**src/rtl/axi_lite_master_arbiter.sv**
```systemverilog
// Two-client round-robin arbiter and single-outstanding AXI4-Lite master.
// Each client posts a single-beat read or write on a valid/ready port. The
// arbiter picks one client, runs the transaction on m_axi_*, and returns the
// response to that client as a one-cycle rsp_valid pulse.
//
// Ports:
//   s_axi_aclk, s_axi_aresetn     clock, async active-low reset
//   req_valid/ready/write [1:0]   per-client request handshake and direction
//   req_addr  [2*AW-1:0]          client n address at [n*AW +: AW]
//   req_wdata [2*DW-1:0]          client n write data at [n*DW +: DW]
//   rsp_valid [1:0]               per-client completion pulse
//   rsp_rdata, rsp_resp           read data / AXI response, valid with rsp_valid
//   m_axi_*                       AXI4-Lite master (AW, W, B, AR, R channels)
//
// Optional feature macro: AXI_ARB_ALIGN_CHECK_EN
//   Defined: a granted request with addr[1:0] != 0 is answered with SLVERR
//   one cycle after grant and never reaches the bus.
//
// Timing with an always-ready slave: grant (req_ready) in cycle T, bus valids
// in T+1, rsp_valid in T+4.
module axi_lite_master_arbiter #(
    parameter int C_S_AXI_DATA_WIDTH = 32,
    parameter int C_S_AXI_ADDR_WIDTH = 4
) (
    input  logic                              s_axi_aclk,
    input  logic                              s_axi_aresetn,
    input  logic [1:0]                        req_valid,
    output logic [1:0]                        req_ready,
    input  logic [1:0]                        req_write,
    input  logic [2*C_S_AXI_ADDR_WIDTH-1:0]   req_addr,
    input  logic [2*C_S_AXI_DATA_WIDTH-1:0]   req_wdata,
    output logic [1:0]                        rsp_valid,
    output logic [C_S_AXI_DATA_WIDTH-1:0]     rsp_rdata,
    output logic [1:0]                        rsp_resp,
    output logic [C_S_AXI_ADDR_WIDTH-1:0]     m_axi_awaddr,
    output logic                              m_axi_awvalid,
    input  logic                              m_axi_awready,
    output logic [C_S_AXI_DATA_WIDTH-1:0]     m_axi_wdata,
    output logic [C_S_AXI_DATA_WIDTH/8-1:0]   m_axi_wstrb,
    output logic                              m_axi_wvalid,
    input  logic                              m_axi_wready,
    input  logic [1:0]                        m_axi_bresp,
    input  logic                              m_axi_bvalid,
    output logic                              m_axi_bready,
    output logic [C_S_AXI_ADDR_WIDTH-1:0]     m_axi_araddr,
    output logic                              m_axi_arvalid,
    input  logic                              m_axi_arready,
    input  logic [C_S_AXI_DATA_WIDTH-1:0]     m_axi_rdata,
    input  logic [1:0]                        m_axi_rresp,
    input  logic                              m_axi_rvalid,
    output logic                              m_axi_rready
);

    localparam int unsigned DW = C_S_AXI_DATA_WIDTH;
    localparam int unsigned AW = C_S_AXI_ADDR_WIDTH;
    localparam int unsigned SW = C_S_AXI_DATA_WIDTH / 8;

    typedef enum logic [2:0] {
        IDLE    = 3'd0,
        WR      = 3'd1,
        WR_RESP = 3'd2,
        RD_ADDR = 3'd3,
        RD_DATA = 3'd4,
        DONE    = 3'd5
    } state_t;

    state_t          state;
    logic            last_grant;
    logic            gnt;
    logic [AW-1:0]   addr_q;
    logic [DW-1:0]   wdata_q;

    logic            grant_c;
    logic [AW-1:0]   sel_addr_c;
    logic [DW-1:0]   sel_wdata_c;
    logic            sel_write_c;

    // Round-robin pick: a lone requester wins, a tie goes to the client not served last.
    always_comb begin
        grant_c = req_valid[1];
        if (req_valid == 2'b11) begin
            grant_c = ~last_grant;
        end
        sel_addr_c  = grant_c ? req_addr[AW +: AW]  : req_addr[0 +: AW];
        sel_wdata_c = grant_c ? req_wdata[DW +: DW] : req_wdata[0 +: DW];
        sel_write_c = grant_c ? req_write[1]        : req_write[0];
    end

    assign m_axi_awaddr = addr_q;
    assign m_axi_araddr = addr_q;
    assign m_axi_wdata  = wdata_q;
    assign m_axi_wstrb  = {SW{1'b1}};

    // Transaction FSM; req_ready is high only in the first cycle after the
    // grant edge, so it doubles as the "launch the bus valids now" marker.
    always_ff @(posedge s_axi_aclk or negedge s_axi_aresetn) begin
        if (!s_axi_aresetn) begin
            state         <= IDLE;
            last_grant    <= 1'b1;
            gnt           <= 1'b0;
            addr_q        <= '0;
            wdata_q       <= '0;
            req_ready     <= 2'b00;
            rsp_valid     <= 2'b00;
            rsp_rdata     <= '0;
            rsp_resp      <= 2'b00;
            m_axi_awvalid <= 1'b0;
            m_axi_wvalid  <= 1'b0;
            m_axi_bready  <= 1'b0;
            m_axi_arvalid <= 1'b0;
            m_axi_rready  <= 1'b0;
        end else begin
            req_ready <= 2'b00;
            rsp_valid <= 2'b00;
            case (state)
                IDLE: begin
                    if (req_valid != 2'b00) begin
                        req_ready  <= grant_c ? 2'b10 : 2'b01;
                        gnt        <= grant_c;
                        last_grant <= grant_c;
                        addr_q     <= sel_addr_c;
                        wdata_q    <= sel_wdata_c;
`ifdef AXI_ARB_ALIGN_CHECK_EN
                        if (sel_addr_c[1:0] != 2'b00) begin
                            rsp_resp  <= 2'b10;
                            rsp_rdata <= '0;
                            state     <= DONE;
                        end else
`endif
                        if (sel_write_c) begin
                            state <= WR;
                        end else begin
                            state <= RD_ADDR;
                        end
                    end
                end
                WR: begin
                    if (req_ready != 2'b00) begin
                        m_axi_awvalid <= 1'b1;
                        m_axi_wvalid  <= 1'b1;
                    end else begin
                        // AW and W retire independently; leave once neither is pending.
                        if (m_axi_awready) begin
                            m_axi_awvalid <= 1'b0;
                        end
                        if (m_axi_wready) begin
                            m_axi_wvalid <= 1'b0;
                        end
                        if ((!m_axi_awvalid || m_axi_awready) &&
                            (!m_axi_wvalid  || m_axi_wready)) begin
                            m_axi_bready <= 1'b1;
                            state        <= WR_RESP;
                        end
                    end
                end
                WR_RESP: begin
                    if (m_axi_bvalid) begin
                        m_axi_bready <= 1'b0;
                        rsp_resp     <= m_axi_bresp;
                        rsp_rdata    <= '0;
                        state        <= DONE;
                    end
                end
                RD_ADDR: begin
                    if (req_ready != 2'b00) begin
                        m_axi_arvalid <= 1'b1;
                    end else if (m_axi_arready) begin
                        m_axi_arvalid <= 1'b0;
                        m_axi_rready  <= 1'b1;
                        state         <= RD_DATA;
                    end
                end
                RD_DATA: begin
                    if (m_axi_rvalid) begin
                        m_axi_rready <= 1'b0;
                        rsp_rdata    <= m_axi_rdata;
                        rsp_resp     <= m_axi_rresp;
                        state        <= DONE;
                    end
                end
                DONE: begin
                    rsp_valid <= gnt ? 2'b10 : 2'b01;
                    state     <= IDLE;
                end
                default: begin
                    state <= IDLE;
                end
            endcase
        end
    end

endmodule

```
**config.mk**
```make
export PLATFORM = sky130hd
export DESIGN_NAME = axi_lite_master_arbiter
export DESIGN_NICKNAME = d
export VERILOG_FILES = /design/src/rtl/axi_lite_master_arbiter.sv
export SDC_FILE = /design/constraint.sdc
export NUM_CORES = 1
export LEC_CHECK = 0
export ABC_AREA = 1
export CORE_MARGIN = 2
export CORE_UTILIZATION = 63
export CTS_CLUSTER_DIAMETER = 150
export DETAILED_ROUTE_END_ITERATION = 10
export DONT_BUFFER_PORTS = 1
export GPL_TIMING_DRIVEN = 0
export HOLD_SLACK_MARGIN = 0.06
export PLACE_DENSITY = 0.79
export SETUP_SLACK_MARGIN = 0.3
export SYNTH_ARGS = -nofsm -noshare
export SYNTH_HDL_FRONTEND = slang
export SYNTH_SLANG_ARGS = --single-unit
```
**constraint.sdc**
```tcl
create_clock -name s_axi_aclk -period 1.75 [get_ports s_axi_aclk]
set_input_delay 0.175 -clock s_axi_aclk [delete_from_list [all_inputs] [get_ports s_axi_aclk]]
set_output_delay 0.175 -clock s_axi_aclk [all_outputs]
set_load 0.01 [all_outputs]
```
## Yosys cells after proc, flatten, opt, wreduce, memory -nomap -nowiden

Index checks and enable logic that the tools add are counted.

| storage, ports and cells | value |
|---|---|
| output and inout port bits | 87 |
| register bits | 84 |
| bits of input ports | 119 |

| operators by class | value |
|---|---|
| eq/ne operators | 13 |
| bitwise gates (word level) | 1 |
| reduce and logical (&&, ||, !) cells | 22 |
| multiplexer cells | 38 |

Operators by type and width:

| operator | count |
|---|---|
| 32-bit two-way mux | 3 |
| 32-bit one-hot mux with 2 select lines | 1 |
| 3-bit two-way mux | 7 |
| 2-bit two-way mux | 8 |
| 2-bit nonzero test | 8 |
| 3-bit one-hot mux with 5 select lines | 1 |
| 1-bit two-way mux | 14 |
| 2-bit inequality test, second input constant | 7 |
| 2-bit AND reduction | 4 |
| 4-bit AND reduction | 2 |
| 7-bit AND reduction | 1 |
| 3-bit by 2-bit == test with 1-bit output, second input constant | 2 |
| 3-bit == test, second input constant | 2 |
| 4-bit two-way mux | 1 |
| 1-bit one-hot mux with 2 select lines | 2 |
| 2-bit one-hot mux with 2 select lines | 1 |
| 3-bit by 1-bit == test with 1-bit output, second input constant | 1 |
| 3-bit logical NOT | 1 |
| 3-bit AND reduction | 1 |
| 2-bit == test, second input constant | 1 |
| 1-bit logical NOT | 2 |
| 1-bit logical OR | 2 |
| 1-bit logical AND | 1 |
| 1-bit inverter | 1 |

## Longest topological paths before layout

Gate-level depths: netlist of run 1.

| logic depth | value |
|---|---|
| depth in word-level cells | 6 |
| gate-level depth with buffers | 9 |
| depth with buffers taken out | 9 |

## Worst setup path after synthesis of run 1

No wires, ideal clock.

| path | value |
|---|---|
| kind | reg2reg |
| start | register state[1] |
| end | register rsp_rdata[0] |
| cell stages (with the launch flop) | 9 |
| library setup time | 0.130 ns |
| data required time | 1.620 ns |
| arrival | 1.244 ns |
| setup slack | 0.376 ns |
| cell sequence | dfrtp_1 > nor2_2 > nand2_2 > o21ai_2 > nand2_2 > buf_6 > buf_6 > nand2_1 > o21ai_1 |

| on the way | value |
|---|---|
| cells in the longest elaborated chain, start to end | 3 |
| elaborated cells on any way between the ends | 7 |
| classes of those cells | eq/ne (4); mux (1); reduce/logical (2) |

Ends and longest elaborated chain:

| what | line | text |
|---|---|---|
| start: declaration | 67 | `state_t state;` |
| start signal: assignment | 98 | `state <= IDLE;` |
| start signal: assignment | 131 | `state <= WR;` |
| start signal: assignment | 133 | `state <= RD_ADDR;` |
| 3-bit == test / 3-bit by 2-bit == test with 1-bit output (equally long branches) | 115 | `case (state)` |
| 2-bit inequality test (no line) / 2-bit nonzero test (equally long branches) | n/a |  |
| 3-bit AND reduction (no line) | n/a |  |
| end signal: assignment | 176 | `rsp_rdata <= m_axi_rdata;` |
| end: declaration | 33 | `output logic [C_S_AXI_DATA_WIDTH-1:0] rsp_rdata,` |

Several ways; a longest one is shown, not always the timed one.
A chain may end at the register's enable or synchronous reset.

## Final worst setup path of run 1

| path | value |
|---|---|
| start | register state[1] |
| end | register rsp_rdata[29] |

Same word-level chain as after synthesis.

==> results of run 1 <==
-- synthesized netlist by cell type, types with 2 or more instances --
master	count
o21ai_2	6
nor3_1	2
nor2_2	2
clkbuf_1	2
nand2_1	176
nor2_1	29
inv_1	14
buf_4	13
buf_2	10
nand2_2	3
nand3_1	29
buf_6	5
o21ai_0	31
nor2_4	2
dfrtp_1	83
inv_2	3
o21ai_1	35
-- power by group through the flow --
stage / clock network (uW) / registers, uW / logic (uW)
after floorplan: 0 / 3740 / 2080
after global placement: 0 / 3940 / 2420
after detailed placement: 0 / 3950 / 2550
after CTS: 1840 / 3940 / 2950
after global routing: 1940 / 4100 / 3720
final: 1850 / 4010 / 3400
-- cells in the final DEF (no fill, tap or decap), drive strengths merged --
master / netlist / final
a21oi: 1 / 1
a2bb2oi: 1 / 1
a31oi: 1 / 1
buf: 28 / 42
bufinv: 0 / 4
clkbuf: 2 / 13
clkinv: 1 / 1
conb: 1 / 4
dfrtp: 83 / 83
dfstp: 1 / 1
dlygate4sd3: 0 / 104
inv: 17 / 17
nand2: 179 / 179
nand3: 30 / 30
nor2: 33 / 33
nor3: 3 / 3
o21ai: 72 / 72
-- metal layers --
| metal | up-vias | wire length (um) | share of wire (%) | GRT usage, % |
|---|---|---|---|---|
| met2 | 276 | 6230 | 50 | 60.9 |
| met3 | 43 | 1250 | 9.9 | 9.78 |
| met4 | 0 | 415 | 3.3 | 18.0 |
| met5 | - | 0 | 0 | 0 |
| li1 | 1700 | - | - | - |
| met1 | 1843 | 4690 | 37 | 42.2 |
-- logic make-up after synthesis --
group | Yosys count
other | 1
DFF | 84
AOI/OAI and AO/OA | 75
and+or+nand+nor | 245
buffers and inverters | 48
-- area by class of cell --
| cell class | instances | area [um^2] | share of cell area (%) |
|---|---|---|---|
| clock inverter | 4 | 120 | 2.21 |
| timing repair buffer | 118 | 1150 | 21.1 |
| buffer | 30 | 244 | 4.49 |
| sequential | 84 | 2110 | 38.8 |
| clock buffer | 11 | 151 | 2.79 |
| inverter | 18 | 70.1 | 1.29 |
| tap | 75 | 93.8 | 1.73 |
| multi-input combinational | 324 | 1500 | 27.7 |
-- worst max path at each step --
stage / cells after the start / start / slack, ns / end
final: 8 / state[1]$_DFFE_PN0P_ / 0.27 / rsp_rdata[29]$_DFFE_PN0P_
after global routing: 9 / state[1]$_DFFE_PN0P_ / 0.19 / rsp_resp[1]$_DFFE_PN0P_
after CTS: 6 / last_grant$_DFFE_PN1P_ / 0.30 / m_axi_wdata[26]$_DFFE_PN0P_
after detailed placement: 6 / state[1]$_DFFE_PN0P_ / 0.18 / m_axi_wdata[28]$_DFFE_PN0P_
after global placement: 5 / state[2]$_DFFE_PN0P_ / 0.21 / m_axi_wdata[28]$_DFFE_PN0P_
after floorplan: 8 / state[1]$_DFFE_PN0P_ / 0.38 / rsp_rdata[0]$_DFFE_PN0P_
-- critical path, delay by kind of cell (launching register included) --
kind | cells | cell delay [ns]
simple gates | 4 | 0.40
compound gates | 2 | 0.22
buf+inv | 2 | 0.30
flops | 1 | 0.45
-- through the flow --
| stage | instance area, um^2 | worst slack (ns) |
|---|---|---|
| final | 5430 | 0.267 |
| after global routing | 5430 | 0.192 |
| after CTS | 5300 | 0.302 |
| after detailed placement | 3900 | 0.180 |
| after global placement | 3900 | 0.211 |
| after floorplan | 3800 | 0.376 |
-- registers in the layout, summed over array words and instances, names as in the netlist, 2 cells and up --
register,flops
rsp_valid,2
m_axi_wdata,32
state,3
m_axi_araddr,4
rsp_rdata,32
rsp_resp,2
req_ready,2
-- timing repair --
action	CTS	global route
endpoints found under the setup margin	65	64
endpoints found under the hold margin	155	87
pin swaps	2	6
hold buffers	101	3
gates resized for setup	14	35
buffers inserted	10	4
==> key figures, run 1 <==
Setup path
  – Critical Path Max Stage Delay: 0.45 ns
  – Top cell by count, worst path: nand2_2
  – Startpoint type of the worst setup path: flip-flop
  – Worst path slowest cell: dfrtp_2
  – Worst Path Arrival: 1.72 ns
  – Worst reg2reg startpoint: state[1]$_DFFE_PN0P_
  – Worst Setup Path Type: reg2reg
  – CP Capture Type: flip-flop
  – CP required: 1.99 ns
  – Reg2Reg Depth: 8
  – R2r setup slk: 0.27 ns
  – Worst-path cell chain: nor2_4 -> nand2_4 -> o21ai_2 -> nand2_2 -> buf_6 -> buf_8 -> nand2_2 -> o21ai_1
  – R2r endpoint: rsp_rdata[29]$_DFFE_PN0P_
  – Largest fanout on the critical path: 10

GRT
  – GR Util All Layers: 35.9%
  – Largest net degree at the start of global routing: 85
  – GR Overflow Total: 0
  – Global-route wire length before repair: 17.9 mm
  – Vias in the first global route: 3849
  – Antenna violations before repair: 0

Logic synthesis
  – Synth Area in Compound Gates: 10.6%
  – #FFs+latches synth: 84
  – Async set-reset flop share out of synthesis: 100%
  – Synth area leaders: dfrtp_1, nand2_1, o21ai_1
  – Synthesized instance count: 453
  – Unique cell type count in the Yosys netlist: 25
  – Netlist Area Pre-Place: 3790 um^2
  – Simple-Gate Fraction of Synth Area: 26.5%
  – EDFF count, synth: 0
  – Fraction of synthesized area in multiplexers: 0%
  – Ys flop type: dfrtp_1
  – Yosys top cell area share: 54.7%
  – Sequential share of the synthesized area: 55.4%
  – Post-synth top area cell: dfrtp_1
  – Synth Area in XOR/XNOR: 0%
  – Ys Warns: 0
  – Post-Syn Area per Cell: 8.37 um^2
  – Synth Area in Adders: 0%
  – Largest family of logic cells by synthesized area: simple AND/OR/NAND/NOR gates

Floorplan
  – Row count: 28
  – DIE AREA: 6660 um^2
  – Core area: 5890 um^2
  – Die height: 81.6 um
  – Die Wd: 81.6 um
  – I/O pins: 206
  – Initial Util: 64.5%

Finish
  – Core Util, Final: 92.3%
  – # diodes: 0
  – Fill cells: 218
  – NumNets Final: 704
  – Synthesis-to-layout area growth: 43.2%
  – Post-Layout Cell Count: 664
  – Share of cells above drive strength 1: 16.6%

Place
  – Final Wtd Congestion: 0.790
  – IO Port Bufs: 0
  – Placed instance count: 531
  – Final HPWL DP: 6.31 mm

Clock network
  – CTS tree: built
  – Clock transition at path regs: 0.09 ns
  – Root buffer cell: clkbuf_8
  – H-Tree Depth: 3
  – Clk_lat worst skew: 0.35 ns
  – Num CTS Buffers: 9
  – Clock sinks: 84
  – CTS max path bufs: 2

Drt
  – Via/cell ratio: 5.82
  – DR DRC count: 0
  – TritonRoute pass-1 iters: 8
  – WL per Instance: 18.9 um
  – Initial DRC Count: 256
  – Detailed-route via count: 3862
  – Final ANT Viol Nets: 0
  – Drt total wl: 12.6 mm

STA
  – Clk_skew: 0.0141 ns
  – RSZ-0062 raised after global routing: yes
  – Fin Setup TNS: 0 ns
  – Final Hold Fails: 84
  – Final worst-path cycle share: 84.8%
  – Endpoints failing setup: 0
  – Peak Freq: 674 MHz
  – Min cycle time layout: 1.48 ns
  – Min Hold Slack: -0.495 ns
  – Slew Limit Fails: 0

Hold path
  – Hold crit path type: in2async

Power
  – Power Density: 1710 nW/um^2
  – Power Internal: 5430 uW
  – Power, Total: 9270 uW
  – Logic gate share of total power: 36.7%
  – Clk network pwr share: 20.0%
  – VDD IR max: 1.06 mV
  – Sw Ratio: 41.4%
  – P_sw: 3840 uW
  – Reg power frac: 43.3%
  – Leak: 0.00255 uW

Status
  – Failing checks: hold timing
  – Outcome: finished with violations

Job
  – Max_cap viols: 0
(Power assumes the default switching activity.)
==> run 2: changes to the inputs <==
==> constraint.sdc (replaced) <==
create_clock -name s_axi_aclk -period 1.48 [get_ports s_axi_aclk]
set_input_delay 0.148 -clock s_axi_aclk [delete_from_list [all_inputs] [get_ports s_axi_aclk]]
set_output_delay 0.148 -clock s_axi_aclk [all_outputs]
set_load 0.01 [all_outputs]
==> run 2 against run 1 <==
  * The run now fails in global routing (5_1_grt)
  * Area after synthesis did not move
  * Synthesized cell count did not move
==> key figures, run 2 <==
Logic synthesis
  – Post-Syn Area per Cell: 8.37 um^2
  – Fraction of synthesized area in multiplexers: 0%
  – Count leader, synth: nand2_1
  – Synthesized instance count: 453
  – Largest family of logic cells by synthesized area: simple AND/OR/NAND/NOR gates
  – Unique cell type count in the Yosys netlist: 25
  – Post-synth top area cell: dfrtp_1
  – Synth Area in Compound Gates: 10.6%
  – Synth Area in Adders: 0%
  – Ys flop type: dfrtp_1
  – Ys Warns: 0
  – Netlist Area Pre-Place: 3790 um^2
  – Synth cell count leaders: nand2_1, dfrtp_1, o21ai_1, o21ai_0
  – Synth Area in XOR/XNOR: 0%
  – Async set-reset flop share out of synthesis: 100%
  – Synth area leaders: dfrtp_1, nand2_1, o21ai_1
  – Yosys top cell area share: 54.7%
  – EDFF count, synth: 0
  – Sequential share of the synthesized area: 55.4%
  – #FFs+latches synth: 84
  – Simple-Gate Fraction of Synth Area: 26.5%

Clock network
  – CTS max path bufs: 2
  – Num CTS Buffers: 9
  – Clock sinks: 84
  – Root buffer cell: clkbuf_8
  – H-Tree Depth: 3

Status
  – Outcome: stopped before the end
  – Err: [ERROR DPL-0038] Utilization greater than 100%, impossible to legalize
  – Failed at: global routing (5_1_grt)

Place
  – Final HPWL DP: 6.84 mm
  – IO Port Bufs: 0
  – Final Wtd Congestion: 0.812
  – Placed Area: 3940 um^2

STA
  – Post-GRT worst EP: rsp_rdata[2]$_DFFE_PN0P_/D
  – WEP type: register data pin

Floorplan
  – I/O pins: 206
  – Die Wd: 81.6 um
  – Die height: 81.6 um
  – Row count: 28
  – Initial Util: 64.5%

GRT
  – Largest net degree at the start of global routing: 85
-- run 2: logic make-up after synthesis --
group / Yosys count
other cells: 1
compound gates: 75
buf+inv: 48
simple gates: 245
flops: 84
-- run 2: metrics by stage --
stage	instances	worst slack (ns)	utilization [%]
CTS	681	0.0491	97.0
detailed placement	531	-0.0799	66.9
floorplan	456	0.130	-
global placement	531	-0.0334	66.9
-- run 2: what timing repair did --
| action | in CTS |
|---|---|
| hold buffers | 111 |
| gates cloned | 6 |
| gates resized for setup | 70 |
| hold endpoints to repair | 157 |
| buffers inserted | 17 |
| pin swaps | 7 |
| endpoints found under the setup margin | 80 |
==> run 3: changes to the inputs <==
--- a/config.mk
+++ b/config.mk
@@ -7,14 +7,11 @@
 export LEC_CHECK = 0
 export ABC_AREA = 1
 export CORE_MARGIN = 2
-export CORE_UTILIZATION = 63
-export CTS_CLUSTER_DIAMETER = 150
+export CORE_UTILIZATION = 40
 export DETAILED_ROUTE_END_ITERATION = 10
 export DONT_BUFFER_PORTS = 1
 export GPL_TIMING_DRIVEN = 0
-export HOLD_SLACK_MARGIN = 0.06
-export PLACE_DENSITY = 0.79
-export SETUP_SLACK_MARGIN = 0.3
+export PLACE_DENSITY_LB_ADDON = 0.15
 export SYNTH_ARGS = -nofsm -noshare
 export SYNTH_HDL_FRONTEND = slang
 export SYNTH_SLANG_ARGS = --single-unit
==> run 3 against run 2 <==
  * The flow now finishes, with violations (hold timing, setup timing)
==> key figures, run 3 (synthesis gave the netlist of run 1 again) <==
Status
  – Outcome: finished with violations
  – Failing checks: hold timing, setup timing

STA
  – Min Hold Slack: -0.508 ns
  – Min cycle time layout: 1.49 ns
  – Final worst-path cycle share: 101%
  – Endpoints failing setup: 4
  – Slew Limit Fails: 0
  – Clk_skew: 0.0119 ns
  – Peak Freq: 672 MHz
  – Fin worst setup slack: -0.00892 ns
  – Final Hold Fails: 84
  – RSZ-0062 raised after global routing: yes

Setup path
  – Startpoint type of the worst setup path: flip-flop
  – CP startpoint: state[1]$_DFFE_PN0P_
  – CP Capture Type: flip-flop
  – Worst Setup Path Type: reg2reg
  – Worst reg2reg startpoint: state[1]$_DFFE_PN0P_
  – CP required: 1.77 ns
  – Largest fanout on the critical path: 5
  – Worst Path Arrival: 1.77 ns

Floorplan
  – Row count: 35
  – Core area: 9240 um^2
  – Die Wd: 101 um
  – Die height: 101 um
  – I/O pins: 206
  – Initial Util: 41.1%
  – DIE AREA: 10300 um^2

Finish
  – Area of the multi-input gates: 1480 um^2
  – # diodes: 0
  – Fill cells: 803
  – Commonest non-fill, non-tap cell in the layout: nand2_1
  – Share of cells above drive strength 1: 14.4%
  – Core Util, Final: 56.8%
  – Register area: 2110 um^2
  – Most frequent cells in the layout: nand2_1, dlygate4sd3_1, dfrtp_1
  – NumNets Final: 684
  – Synthesis-to-layout area growth: 38.5%

Place
  – IO Port Bufs: 0
  – Pre-CTS setup slack: -0.141 ns
  – Final Wtd Congestion: 0.818
  – Final HPWL DP: 6.99 mm

Clock network
  – CTS tree: built
  – Root buffer cell: clkbuf_8
  – Clock sinks: 84
  – Num CTS Buffers: 9
  – CTS max path bufs: 2
  – H-Tree Depth: 3
  – Clock transition at path regs: 0.09 ns
  – Cts hold-fix bufs: 87
  – Clk_lat worst skew: 0.35 ns

Drt
  – Final ANT Viol Nets: 0
  – Detailed-route via count: 3503
  – WL per Instance: 15.4 um
  – Via/cell ratio: 5.01
  – DR DRC count: 0
  – TritonRoute pass-1 iters: 4
  – Initial DRC Count: 107
  – Drt total wl: 10.7 mm

GRT
  – Vias in the first global route: 3483
  – GR met2 Demand/Resource: 36.3%
  – GR Util All Layers: 21.0%
  – Grt peak-use layer: met2
  – Antenna violations before repair: 0
  – GR Overflow Total: 0
  – Global-route wire length before repair: 17.0 mm
  – Largest net degree at the start of global routing: 85
  – Met3 usage: 6.28%
  – Grt met1 use: 24.9%

Power
  – Leak: 0.00243 uW
  – Power Density: 1960 nW/um^2
  – VDD IR max: 0.845 mV

Job
  – Max_cap viols: 0

Hold path
  – Hold crit path type: in2async
run 3: routing by layer:
layer	part of all wire, %	up-vias
li1	-	1655
met1	40	1654
met2	50	173
met3	8.8	21
met4	1.9	0
met5	0	-
run 3: critical path, stage by stage (launching register included):
cell,delay (ns)
dfrtp_2,0.46
inv_2,0.11
nand2_4,0.07
nor2_4,0.11
o21ai_4,0.09
nor2_2,0.16
clkdlybuf4s15_2,0.27
nand2_1,0.07
nand3_1,0.08
run 3: path summary, 6_finish.rpt:
path / to / cells past startpoint / slack (ns)
max: m_axi_wdata[17]$_DFFE_PN0P_ / 8 / -0.009
min: m_axi_araddr[0]$_DFFE_PN0P_ / 0 / -0.51
max reg2reg: m_axi_wdata[17]$_DFFE_PN0P_ / 8 / -0.009
min reg2reg: rsp_valid[0]$_DFF_PN0_ / 1 / 0.42
max in group asynchronous: last_grant$_DFFE_PN1P_ / 0 / 1.77
min in group s_axi_aclk: m_axi_wdata[31]$_DFFE_PN0P_ / 2 / 0
run 3: area by class of cell:
cell class	count	share of cell area, %
plain buffers	30	4.65
repair buffers	98	18.2
clock inverters	4	1.86
multi-input cells	324	28.2
well taps	129	3.07
flip-flops and latches	84	40.1
clock buffers	12	2.57
inverters	18	1.33
run 3: stage by stage:
| stage | total power, uW | cell area (um^2) | cells | TNS (ns) | hold slack [ns] |
|---|---|---|---|---|---|
| final | 10300 | 5250 | 699 | -0.0228 | -0.508 |
| after global routing | 11100 | 5250 | 699 | -3.37 | -0.539 |
| after CTS | 10100 | 5150 | 696 | 0 | -0.529 |
| after detailed placement | 7740 | 3970 | 585 | -4.12 | -0.145 |
| after global placement | 7630 | 3970 | 585 | -2.33 | -0.145 |
| after floorplan | 6880 | 3800 | 456 | 0 | -0.148 |
run 3: timing repair:
action / CTS / global route
setup buffers: 8 / 2
cloned: 0 / 1
pin swaps: 3 / 3
endpoints found under the setup margin: 56 / 69
gates resized for setup: 9 / 32
hold endpoints to repair: 152 / 84
run 3: report_power, final:
group	switching [uW]	total, uW	internal [uW]
logic	2070	3680	1610
clock network	807	1930	1130
registers	1320	4680	3360
total	4200	10300	6090
